**config.mk**
```make
export PLATFORM = sky130hd
export DESIGN_NAME = px_ram_sp_ctrl_flat
export DESIGN_NICKNAME = d
export VERILOG_FILES = /design/src/rtl/px_ram_sp_ctrl_if.sv /design/src/rtl/px_ram_sp_ctrl.sv /design/src/flat_wrapper.sv
export SDC_FILE = /design/constraint.sdc
export NUM_CORES = 1
export LEC_CHECK = 0
export CAP_MARGIN = 20
export CELL_PAD_IN_SITES_DETAIL_PLACEMENT = 1
export CELL_PAD_IN_SITES_GLOBAL_PLACEMENT = 1
export CORE_ASPECT_RATIO = 0.8
export CORE_MARGIN = 2
export CORE_UTILIZATION = 37
export CTS_CLUSTER_DIAMETER = 80
export CTS_CLUSTER_SIZE = 20
export DETAILED_ROUTE_END_ITERATION = 10
export DONT_BUFFER_PORTS = 1
export GPL_ROUTABILITY_DRIVEN = 0
export PLACE_DENSITY = 0.68
export SLEW_MARGIN = 20
export SYNTH_ARGS = -nofsm -noshare
export SYNTH_HDL_FRONTEND = slang
export SYNTH_SLANG_ARGS = --single-unit
```
**constraint.sdc**
```tcl
create_clock -name clk -period 2.13 [get_ports clk]
set_clock_uncertainty 0.05 [all_clocks]
set_input_delay 0.213 -clock clk [delete_from_list [all_inputs] [get_ports clk]]
set_output_delay 0.213 -clock clk [all_outputs]
set_load 0.01 [all_outputs]
```
**src/rtl/px_ram_sp_ctrl_if.sv**
```systemverilog
// Request/response bus between a client (master) and px_ram_sp_ctrl (slave).
interface px_ram_sp_ctrl_if #(
    parameter int DATA_WIDTH = 8,
    parameter int ADDR_WIDTH = 4
) ();
    logic                  req_valid;
    logic                  req_ready;
    logic                  req_wr;
    logic [ADDR_WIDTH-1:0] req_addr;
    logic [DATA_WIDTH-1:0] req_wdata;
    logic                  rsp_valid;
    logic                  rsp_ready;
    logic [DATA_WIDTH-1:0] rsp_rdata;

    modport master (
        output req_valid, req_wr, req_addr, req_wdata, rsp_ready,
        input  req_ready, rsp_valid, rsp_rdata
    );

    modport slave (
        input  req_valid, req_wr, req_addr, req_wdata, rsp_ready,
        output req_ready, rsp_valid, rsp_rdata
    );
endinterface

```
**src/rtl/px_ram_sp_ctrl.sv**
```systemverilog
// Single-port RAM controller: credit-limited request path, 3-entry in-order read FIFO.
// Define PX_RAM_SP_CTRL_INIT_EN to zero the whole RAM after reset before accepting requests.
module px_ram_sp_ctrl #(
    parameter int DATA_WIDTH = 8,
    parameter int ADDR_WIDTH = 4
) (
    input  logic                  clk,
    input  logic                  rst_n,
    px_ram_sp_ctrl_if.slave       bus,
    output logic                  ram_ena,
    output logic                  ram_wen,
    output logic [ADDR_WIDTH-1:0] ram_addr,
    output logic [DATA_WIDTH-1:0] ram_wdata,
    input  logic [DATA_WIDTH-1:0] ram_rdata,
    output logic                  init_done
);

    logic                  in_run;
    logic                  init_active;
    logic [ADDR_WIDTH-1:0] init_addr;

`ifdef PX_RAM_SP_CTRL_INIT_EN
    typedef enum logic [0:0] {ST_INIT, ST_RUN} state_e;

    state_e                state_q, state_d;
    logic [ADDR_WIDTH-1:0] init_cnt_q, init_cnt_d;

    always_ff @(posedge clk or negedge rst_n) begin
        if (!rst_n) begin
            state_q    <= ST_INIT;
            init_cnt_q <= '0;
        end else begin
            state_q    <= state_d;
            init_cnt_q <= init_cnt_d;
        end
    end

    always_comb begin
        state_d    = state_q;
        init_cnt_d = init_cnt_q;
        if (state_q == ST_INIT) begin
            init_cnt_d = init_cnt_q + 1'b1;
            if (init_cnt_q == '1) state_d = ST_RUN;
        end
    end

    always_comb begin
        in_run      = (state_q == ST_RUN);
        init_active = (state_q == ST_INIT);
        init_addr   = init_cnt_q;
        init_done   = in_run;
    end
`else
    always_comb begin
        in_run      = 1'b1;
        init_active = 1'b0;
        init_addr   = '0;
        init_done   = 1'b1;
    end
`endif

    logic [DATA_WIDTH-1:0] fifo_q [3];
    logic [DATA_WIDTH-1:0] fifo_d [3];
    logic [1:0]            wr_ptr_q, wr_ptr_d;
    logic [1:0]            rd_ptr_q, rd_ptr_d;
    logic [1:0]            count_q, count_d;
    logic                  pending_q, pending_d;
    logic [2:0]            used;
    logic                  accept;
    logic                  push;
    logic                  pop;

    always_ff @(posedge clk or negedge rst_n) begin
        if (!rst_n) begin
            for (int unsigned i = 0; i < 3; i++) fifo_q[i] <= '0;
            wr_ptr_q  <= '0;
            rd_ptr_q  <= '0;
            count_q   <= '0;
            pending_q <= 1'b0;
        end else begin
            fifo_q    <= fifo_d;
            wr_ptr_q  <= wr_ptr_d;
            rd_ptr_q  <= rd_ptr_d;
            count_q   <= count_d;
            pending_q <= pending_d;
        end
    end

    // Credits count buffered plus in-flight reads, so a push never meets a full FIFO.
    always_comb begin
        used          = {1'b0, count_q} + {2'b00, pending_q};
        bus.req_ready = rst_n && in_run && (used < 3'd3);
        bus.rsp_valid = rst_n && (count_q != 2'd0);
        bus.rsp_rdata = bus.rsp_valid ? fifo_q[rd_ptr_q] : '0;
        accept        = bus.req_valid && bus.req_ready;
        push          = pending_q;
        pop           = bus.rsp_valid && bus.rsp_ready;
    end

    always_comb begin
        fifo_d    = fifo_q;
        wr_ptr_d  = wr_ptr_q;
        rd_ptr_d  = rd_ptr_q;
        count_d   = count_q;
        pending_d = accept && !bus.req_wr;
        if (push) begin
            fifo_d[wr_ptr_q] = ram_rdata;
            wr_ptr_d         = (wr_ptr_q == 2'd2) ? 2'd0 : wr_ptr_q + 2'd1;
        end
        if (pop) begin
            rd_ptr_d = (rd_ptr_q == 2'd2) ? 2'd0 : rd_ptr_q + 2'd1;
        end
        case ({push, pop})
            2'b10:   count_d = count_q + 2'd1;
            2'b01:   count_d = count_q - 2'd1;
            default: count_d = count_q;
        endcase
    end

    // RAM port is combinational so the RAM samples on the acceptance edge; reset masks it.
    always_comb begin
        ram_ena   = 1'b0;
        ram_wen   = 1'b0;
        ram_addr  = '0;
        ram_wdata = '0;
        if (rst_n) begin
            if (init_active) begin
                ram_ena  = 1'b1;
                ram_wen  = 1'b1;
                ram_addr = init_addr;
            end else begin
                ram_ena   = accept;
                ram_wen   = bus.req_wr;
                ram_addr  = bus.req_addr;
                ram_wdata = bus.req_wdata;
            end
        end
    end

endmodule

```
**src/flat_wrapper.sv**
```systemverilog
// flat-port wrapper written by rule: the top's interface ports become plain ports
module px_ram_sp_ctrl_flat 
#(
    parameter int DATA_WIDTH = 8,
    parameter int ADDR_WIDTH = 4
)
  (clk, rst_n, ram_ena, ram_wen, ram_addr, ram_wdata, ram_rdata, init_done, bus_req_valid, bus_req_wr, bus_req_addr, bus_req_wdata, bus_rsp_ready, bus_req_ready, bus_rsp_valid, bus_rsp_rdata);
  px_ram_sp_ctrl_if #(.DATA_WIDTH(DATA_WIDTH), .ADDR_WIDTH(ADDR_WIDTH)) bus_i ();
  input  logic clk;
  input  logic rst_n;
  output logic ram_ena;
  output logic ram_wen;
  output logic [ADDR_WIDTH-1:0] ram_addr;
  output logic [DATA_WIDTH-1:0] ram_wdata;
  input  logic [DATA_WIDTH-1:0] ram_rdata;
  output logic init_done;
  input wire logic [$bits(bus_i.req_valid)-1:0] bus_req_valid;
  input wire logic [$bits(bus_i.req_wr)-1:0] bus_req_wr;
  input wire logic [$bits(bus_i.req_addr)-1:0] bus_req_addr;
  input wire logic [$bits(bus_i.req_wdata)-1:0] bus_req_wdata;
  input wire logic [$bits(bus_i.rsp_ready)-1:0] bus_rsp_ready;
  output wire logic [$bits(bus_i.req_ready)-1:0] bus_req_ready;
  output wire logic [$bits(bus_i.rsp_valid)-1:0] bus_rsp_valid;
  output wire logic [$bits(bus_i.rsp_rdata)-1:0] bus_rsp_rdata;
  assign bus_i.req_valid = bus_req_valid;
  assign bus_i.req_wr = bus_req_wr;
  assign bus_i.req_addr = bus_req_addr;
  assign bus_i.req_wdata = bus_req_wdata;
  assign bus_i.rsp_ready = bus_rsp_ready;
  assign bus_req_ready = bus_i.req_ready;
  assign bus_rsp_valid = bus_i.rsp_valid;
  assign bus_rsp_rdata = bus_i.rsp_rdata;
  px_ram_sp_ctrl #(.DATA_WIDTH(DATA_WIDTH), .ADDR_WIDTH(ADDR_WIDTH)) u_core (.clk(clk), .rst_n(rst_n), .bus(bus_i), .ram_ena(ram_ena), .ram_wen(ram_wen), .ram_addr(ram_addr), .ram_wdata(ram_wdata), .ram_rdata(ram_rdata), .init_done(init_done));
endmodule
```
==> summary.md, run 1 <==
| Metric | Value |
|---|---|
| Status | completed |
| Seq/Total Area, Yosys | between 40% and 50% |
| Yosys cell types | 29 |
| WL final | approximately 3.7 mm |
| Detail Placement HPWL | approximately 2.5 mm |
| Fin nets | 168 |
| Power Density | 1390 nW/um^2 |
| Iter 0 DRT Violations | 61 |
| Global-route wire length before repair | between 6 and 7 mm |
| Max_cap viols | 0 |
| FF-to-FF End | u_core.count_q[1]$_DFFE_PN0P_ |
| Worst-skew pair later-pin latency | ~280 ps |
| #FFs+latches synth | 31 |
| Placed cells | around 190 |
| Cells on worst reg2reg path | 7 |
| Synth top area share | roughly half |
| # setup viols final | 0 |
| FF-to-FF Start | u_core.count_q[0]$_DFFE_PN0P_ |
| Worst VDD drop | about 0.5 mV |
| Setup crit start kind | flop |
| NetSw | between 0.8 and 0.9 mW |
| Worst Tran Pin Value | roughly 620 ps |
| Part of the cycle the worst path needs | a little over nine tenths |
| Vias | around 1000 |
| CP Data Arrival Time | ~1800 ps |
| RSZ-0062 raised after global routing | false |
| Synth area leader | dfrtp_1 |
| Reg clk slew, reported paths | around 70 ps |
| CP max FO | 11 |
| Pins over their slew limit | 0 |
| CP Launch Point | u_core.rd_ptr_q[1]$_DFFE_PN0P_ |
| Largest net degree at the start of global routing | 32 |
| IO Pins | 50 |
| Worst Hold Slack | around 25 ps |
| Drt pass-1 iters | 3 |
| Area contributors post-synth | dfrtp_1 (49%), mux2_2 (13%), mux2_4 (7.6%) |
| Site row count | 21 |
| Wirelength per Cell | around 19 um |
| Leak pwr | between 0.8 and 0.9 nW |
| Syn. warnings | 0 |
| Initial Util | a little under two fifths |
| R2r setup slk | ~430 ps |
| Pwr Total | roughly 2.5 mW |
| Ant. Diodes | 0 |
| Syn_nets | 160 |
| Critical Path End | bus_rsp_rdata[5] |
| Port Buf Inserts | 0 |
| Final Hold Viols | 0 |
| Internal power | around 1.6 mW |
| Syn Area/Cell | 12.0 um^2 |
| Vias in the first global route | approximately 1200 |
| Fillers | approximately 470 |
| DIE AREA | between 4000 and 5000 um^2 |
| Worst hold path type | in2reg |
| CP Data Required Time | between 1500 and 2000 ps |
| Setup Buffers After CTS | 0 |
| Reg power frac | 45.8% |
| Crit Path Class | reg2out |
| Core box area | about 4200 um^2 |
| Max-slew headroom | 58.6% |
| Synth Cell Area | roughly 1600 um^2 |
| Area Overhead vs Synth | 12.2% |
| Die width | between 70 and 80 um |
| TNS Setup | 0 ps |
| Total clock sinks | 31 |
| Number of antenna violations at the first check in global routing | 0 |
| CP endpoint kind | output pin |
| Min Tclk post-route | about 2000 ps |
| Post-Layout Cell Count | between 150 and 200 |
| Total GRT Usage | approximately 17% |
| F_max | 496 MHz |
| CTS Buffer Depth | 2 |
| Die Height | approximately 62 um |
| DRT antenna net count | 0 |
| Root Buffer | clkbuf_8 |
| Share of post-route cells with drive strength above 1 | between 30% and 40% |
| Clock power frac | between 10% and 20% |
| CTS Buf Count | 5 |
| H-tree depth | 2 |
| CTS tree | done |
| Mapped Cells | between 100 and 150 |
| Switching Share | ~34% |
| Global route total overflow | 0 |
| Combinational Power Share | a little over a third |
| Via density | approximately 5.1 |
| DRC viols | 0 |
## through the flow
step	area, um^2	setup slack (ps)	utilization [%]
4_1_cts	1770	58.0	42.6
2_1_floorplan	1580	320	-
6_report	1770	113	42.7
5_1_grt	1770	0.960	42.7
3_5_place_dp	1660	357	39.9
3_3_place_gp	1660	392	39.9
## how the worst min path moves through the flow
stage            startpoint                       endpoint  slack (ps)  cells past startpoint
3_5_place_dp          rst_n  u_core.fifo_q[16]$_DFFE_PN0P_        -130                      0
5_1_grt        ram_rdata[3]   u_core.fifo_q[3]$_DFFE_PN0P_          20                      1
4_1_cts        ram_rdata[0]   u_core.fifo_q[0]$_DFFE_PN0P_          20                      1
3_3_place_gp          rst_n   u_core.fifo_q[8]$_DFFE_PN0P_        -130                      0
2_1_floorplan         rst_n  u_core.count_q[0]$_DFFE_PN0P_        -130                      0
6_report       ram_rdata[0]   u_core.fifo_q[0]$_DFFE_PN0P_          30                      1
## layout by cell type, fill, tap and decap left out, drive strengths merged, types with 2 or more instances in the layout
| master | count |
|---|---|
| mux2 | 26 |
| a21oi | 7 |
| clkbuf | 5 |
| ha | 3 |
| o21ai | 2 |
| buf | 6 |
| or2 | 7 |
| and2 | 14 |
| nor2 | 3 |
| dfrtp | 31 |
| inv | 5 |
| clkinv | 3 |
| xnor2 | 2 |
| mux2i | 8 |
| nand2 | 8 |
## power by group through the flow
| stage | Sequential, mW | Combinational [mW] | Clock (mW) |
|---|---|---|---|
| 2_1_floorplan | 1.01 | 0.757 | 0 |
| 3_3_place_gp | 1.11 | 0.837 | 0 |
| 3_5_place_dp | 1.14 | 0.887 | 0 |
| 4_1_cts | 1.13 | 0.911 | 0.450 |
| 5_1_grt | 1.17 | 1.01 | 0.482 |
| 6_report | 1.13 | 0.901 | 0.434 |
## routing by layer
layer,share of wire (%),GRT usage [%],vias to the layer above
met1,43,21.1,529
li1,-,-,456
met5,0,0,-
met3,4.5,5.20,4
met2,51,27.6,15
met4,0.73,4.69,0
## flip-flops by register name, summed over array words and instances (netlist names)
| register | cells |
|---|---|
| u_core.fifo_q | 24 |
| u_core.wr_ptr_q | 2 |
| u_core.pending_q | 1 |
| u_core.rd_ptr_q | 2 |
| u_core.count_q | 2 |
## cell type report
class | count | area, um^2 | share of cell area [%]
multi-input cells | 90 | 757 | 42.7
clock inverters | 3 | 15.0 | 0.846
repair buffers | 7 | 67.6 | 3.81
clock buffers | 5 | 68.8 | 3.88
flip-flops and latches | 31 | 776 | 43.7
well taps | 57 | 71.3 | 4.02
inverters | 5 | 18.8 | 1.06
## synthesized netlist by cell type (all sizes together)
cell / number
a211oi: 1
a21o: 1
a21oi: 7
a2bb2oi: 1
and2: 14
and3b: 1
buf: 3
clkbuf: 3
conb: 1
dfrtp: 31
ha: 3
inv: 5
mux2: 26
mux2i: 8
nand2: 8
nand3: 1
nor2: 3
nor2b: 1
nor3: 1
o21ai: 2
or2: 7
or3: 1
xnor2: 2
xor2: 1
## logic make-up after synthesis
logic type / synth area share, %
adder cells (fa/ha/maj): 2.37
other: 0.237
multiplexers: 25.5
flip-flops: 49.1
AND/OR/NAND/NOR: 13.2
AO/OA/AOI/OAI: 4.59
XOR/XNOR: 1.66
buffers and inverters: 3.40
## worst max-delay path: stages (launching register included)
cell     delay [ps]
dfrtp_1         740
mux2i_1         150
or2_2           290
a21oi_1         290
## timing repair
action	4_1_cts	5_1_grt
hold buffers	2	0
endpoints found under the setup margin	0	1
endpoints found under the hold margin	31	0
gates resized for setup	0	1
Power figures use the tool's default switching activity.
==> inputs of run 2 (changes only) <==
--- a/config.mk
+++ b/config.mk
@@ -5,6 +5,7 @@
 export SDC_FILE = /design/constraint.sdc
 export NUM_CORES = 1
 export LEC_CHECK = 0
+export ABC_AREA = 1
 export CAP_MARGIN = 20
 export CELL_PAD_IN_SITES_DETAIL_PLACEMENT = 1
 export CELL_PAD_IN_SITES_GLOBAL_PLACEMENT = 1
@@ -16,7 +17,7 @@
 export DETAILED_ROUTE_END_ITERATION = 10
 export DONT_BUFFER_PORTS = 1
 export GPL_ROUTABILITY_DRIVEN = 0
-export PLACE_DENSITY = 0.68
+export PLACE_DENSITY = 0.73
 export SLEW_MARGIN = 20
 export SYNTH_ARGS = -nofsm -noshare
 export SYNTH_HDL_FRONTEND = slang
==> summary.md, run 2 <==
| Metric | Value |
|---|---|
| Status | completed |
| Worst hold path type | in2reg |
| Internal power | about 1.5 mW |
| Post-synth top cells | nand2_1 (64), inv_1 (41), dfrtp_1 (31) |
| Setup Buffers After CTS | 0 |
| Post-cts sizing count | 0 |
| Seq/Total Area, Yosys | around half |
| Max incr delay on CP | 460 ps |
| Iter 0 DRT Violations | 130 |
| Yosys cell types | 19 |
| Min-delay src | bus_req_valid |
| CTS tree | done |
| CP Data Required Time | roughly 1900 ps |
| Setup crit start kind | flop |
| Area contributors post-synth | dfrtp_1 (48%), nand2_1 (15%), inv_1 (9.6%) |
| Pre-CTS setup slack | between 500 and 600 ps |
| Switching Share | 39.4% |
| Worst-skew pair later-pin latency | 290 ps |
| Post-Layout Cell Count | roughly 280 |
| DRT antenna net count | 0 |
| Most common cell after layout, fill and taps aside | nand2_1 |
| Clock power frac | 20.9% |
| Power Density | between 1000 and 1500 nW/um^2 |
| Mapped Cells | roughly 210 |
| Largest net degree at the start of global routing | 32 |
| CTS Buffer Depth | 2 |
| Initial Util | about two fifths |
| Via density | between 4 and 5 |
| Fin nets | about 250 |
| Total clock sinks | 31 |
| Most frequent cells in the layout | nand2_1 (64), inv_1 (41), dfrtp_1 (31) |
| # setup viols final | 0 |
| Root Buffer | clkbuf_8 |
| Wirelength per Cell | approximately 14 um |
| Global route total overflow | 0 |
| TNS Setup | 0 ps |
| R2r setup slk | 620 ps |
| Die width | ~78 um |
| Most common cell in the netlist | nand2_1 |
| Pins over their slew limit | 0 |
| FF-to-FF End | u_core.count_q[1]$_DFFE_PN0P_ |
| F_max | 542 MHz |
| CP Data Arrival Time | roughly 1600 ps |
| IO Pins | 50 |
| RSZ-0062 raised after global routing | false |
| CP max FO | 7 |
| CP Launch Point | u_core.pending_q$_DFF_PN0_ |
| Reg clk slew, reported paths | around 60 ps |
| #FFs+latches synth | 31 |
| Leak pwr | roughly 1.0 nW |
| Max FFs per register | 24 |
| Synth area leader | dfrtp_1 |
| Drt pass-1 iters | 4 |
| Final setup margin | ~290 ps |
| Worst VDD drop | 0.420 mV |
| Min Tclk post-route | 1840 ps |
| H-tree depth | 2 |
| Total GRT Usage | around 18% |
| Hold path depth | 2 |
| Final Hold Viols | 0 |
| FF-to-FF Start | u_core.count_q[0]$_DFFE_PN0P_ |
| Synth Cell Area | 1600 um^2 |
| Reg power frac | between 40 and 50% |
| Cells on worst reg2reg path | 9 |
| Number of antenna violations at the first check in global routing | 0 |
| Max_cap viols | 0 |
| Crit-path cells | ha_1, ha_1, nand2_1, nand2_1, nor2_1 |
| Vias in the first global route | roughly 1400 |
| Global-route wire length before repair | about 6.7 mm |
| Syn_nets | around 240 |
| CP bufs+invs | 0 |
| Die Height | 62.9 um |
| CTS Buf Count | 5 |
| Endpoint, Worst Hold | u_core.pending_q$_DFF_PN0_ |
| Crit Path Class | reg2out |
| Site row count | 21 |
| Syn Area/Cell | 7.50 um^2 |
| Async set-reset flop share out of synthesis | 100% |
| DRC viols | 0 |
| Combinational Power Share | 35.8% |
| EDFF count, synth | 0 |
| WL final | around 3.8 mm |
| Syn. warnings | 0 |
| Detail Placement HPWL | ~2.5 mm |
| Area Overhead vs Synth | 11.5% |
| Placed cells | approximately 270 |
| CP endpoint kind | output pin |
| NetSw | approximately 0.97 mW |
| Worst Hold Slack | between 15 and 20 ps |
| Synth top area share | slightly below 50% |
| Port Buf Inserts | 0 |
| Core box area | roughly 4200 um^2 |
| DIE AREA | 4880 um^2 |
| Critical-path top delay cell | dfrtp_1 |
| Most flops, register | u_core.fifo_q |
| Vias | ~1300 |
| Ant. Diodes | 0 |
| Crit path max-delay family | adder cells |
| Part of the cycle the worst path needs | approximately 87% |
| Share of post-route cells with drive strength above 1 | ~6.8% |
| Ys flop type | dfrtp_1 |
run 2: cell count changes in the layout (fill, tap and decap cells not counted), moves of 9 or more:
cell / delta
o21ai_0: +9
nand2_1: +56
inv_1: +37
mux2_2: -18
o21ai_1: +16
nand3_1: +26
and2_1: -14
run 2: worst max path at each step:
stage	end	depth (start not counted)
final	ram_ena	5
after CTS	ram_ena	5
after global placement	ram_ena	5
after floorplan	ram_ena	5
after global routing	ram_ena	5
after detailed placement	ram_ena	5
run 2: final cells by class:
type                       count  area (um^2)
clock buffer                   8          100
tap                           57         71.3
multi-input combinational    133          622
timing repair buffer           6         62.6
inverter                      42          158
sequential                    31          776
fill                         546         2390
run 2: cell families (layout without fill, tap and decap cells):
kind of cell               after synthesis  count (layout)  share of synthesized area (%)
other                                    1               1                          0.234
and+or+nand+nor                        102             102                           27.5
AOI/OAI and AO/OA                       26              26                           8.11
buffers and inverters                   50              56                           12.9
adders and majority gates                3               3                           2.34
xor gates and xnor gates                 1               1                          0.546
DFF                                     31              31                           48.4
run 2: metal layers:
metal | track usage [%] | wire (um)
met1 | 24.0 | 1820
met2 | 26.8 | 1740
met3 | 4.48 | 135
met4 | 8.04 | 69
met5 | 0 | 0
run 2: timing repair:
item / 4_1_cts / 5_1_grt
hold buffers: 3 / 0
setup endpoints to repair: 0 / 0
hold endpoints to repair: 32 / 0
run 2: through the flow:
step,power (mW),utilization (%),instance area (um^2)
after floorplan,1.72,-,1600
after global placement,1.91,39.5,1650
after detailed placement,1.94,39.5,1650
after CTS,2.49,42.8,1790
after global routing,2.71,42.8,1790
final,2.46,42.8,1790
run 2: power by group through the flow:
stage	clock network [mW]	registers (mW)	logic [mW]
final	0.515	1.06	0.881
after global routing	0.554	1.10	1.05
after CTS	0.527	1.07	0.900
after global placement	0	1.07	0.844
after detailed placement	0	1.07	0.869
after floorplan	0	1.01	0.705
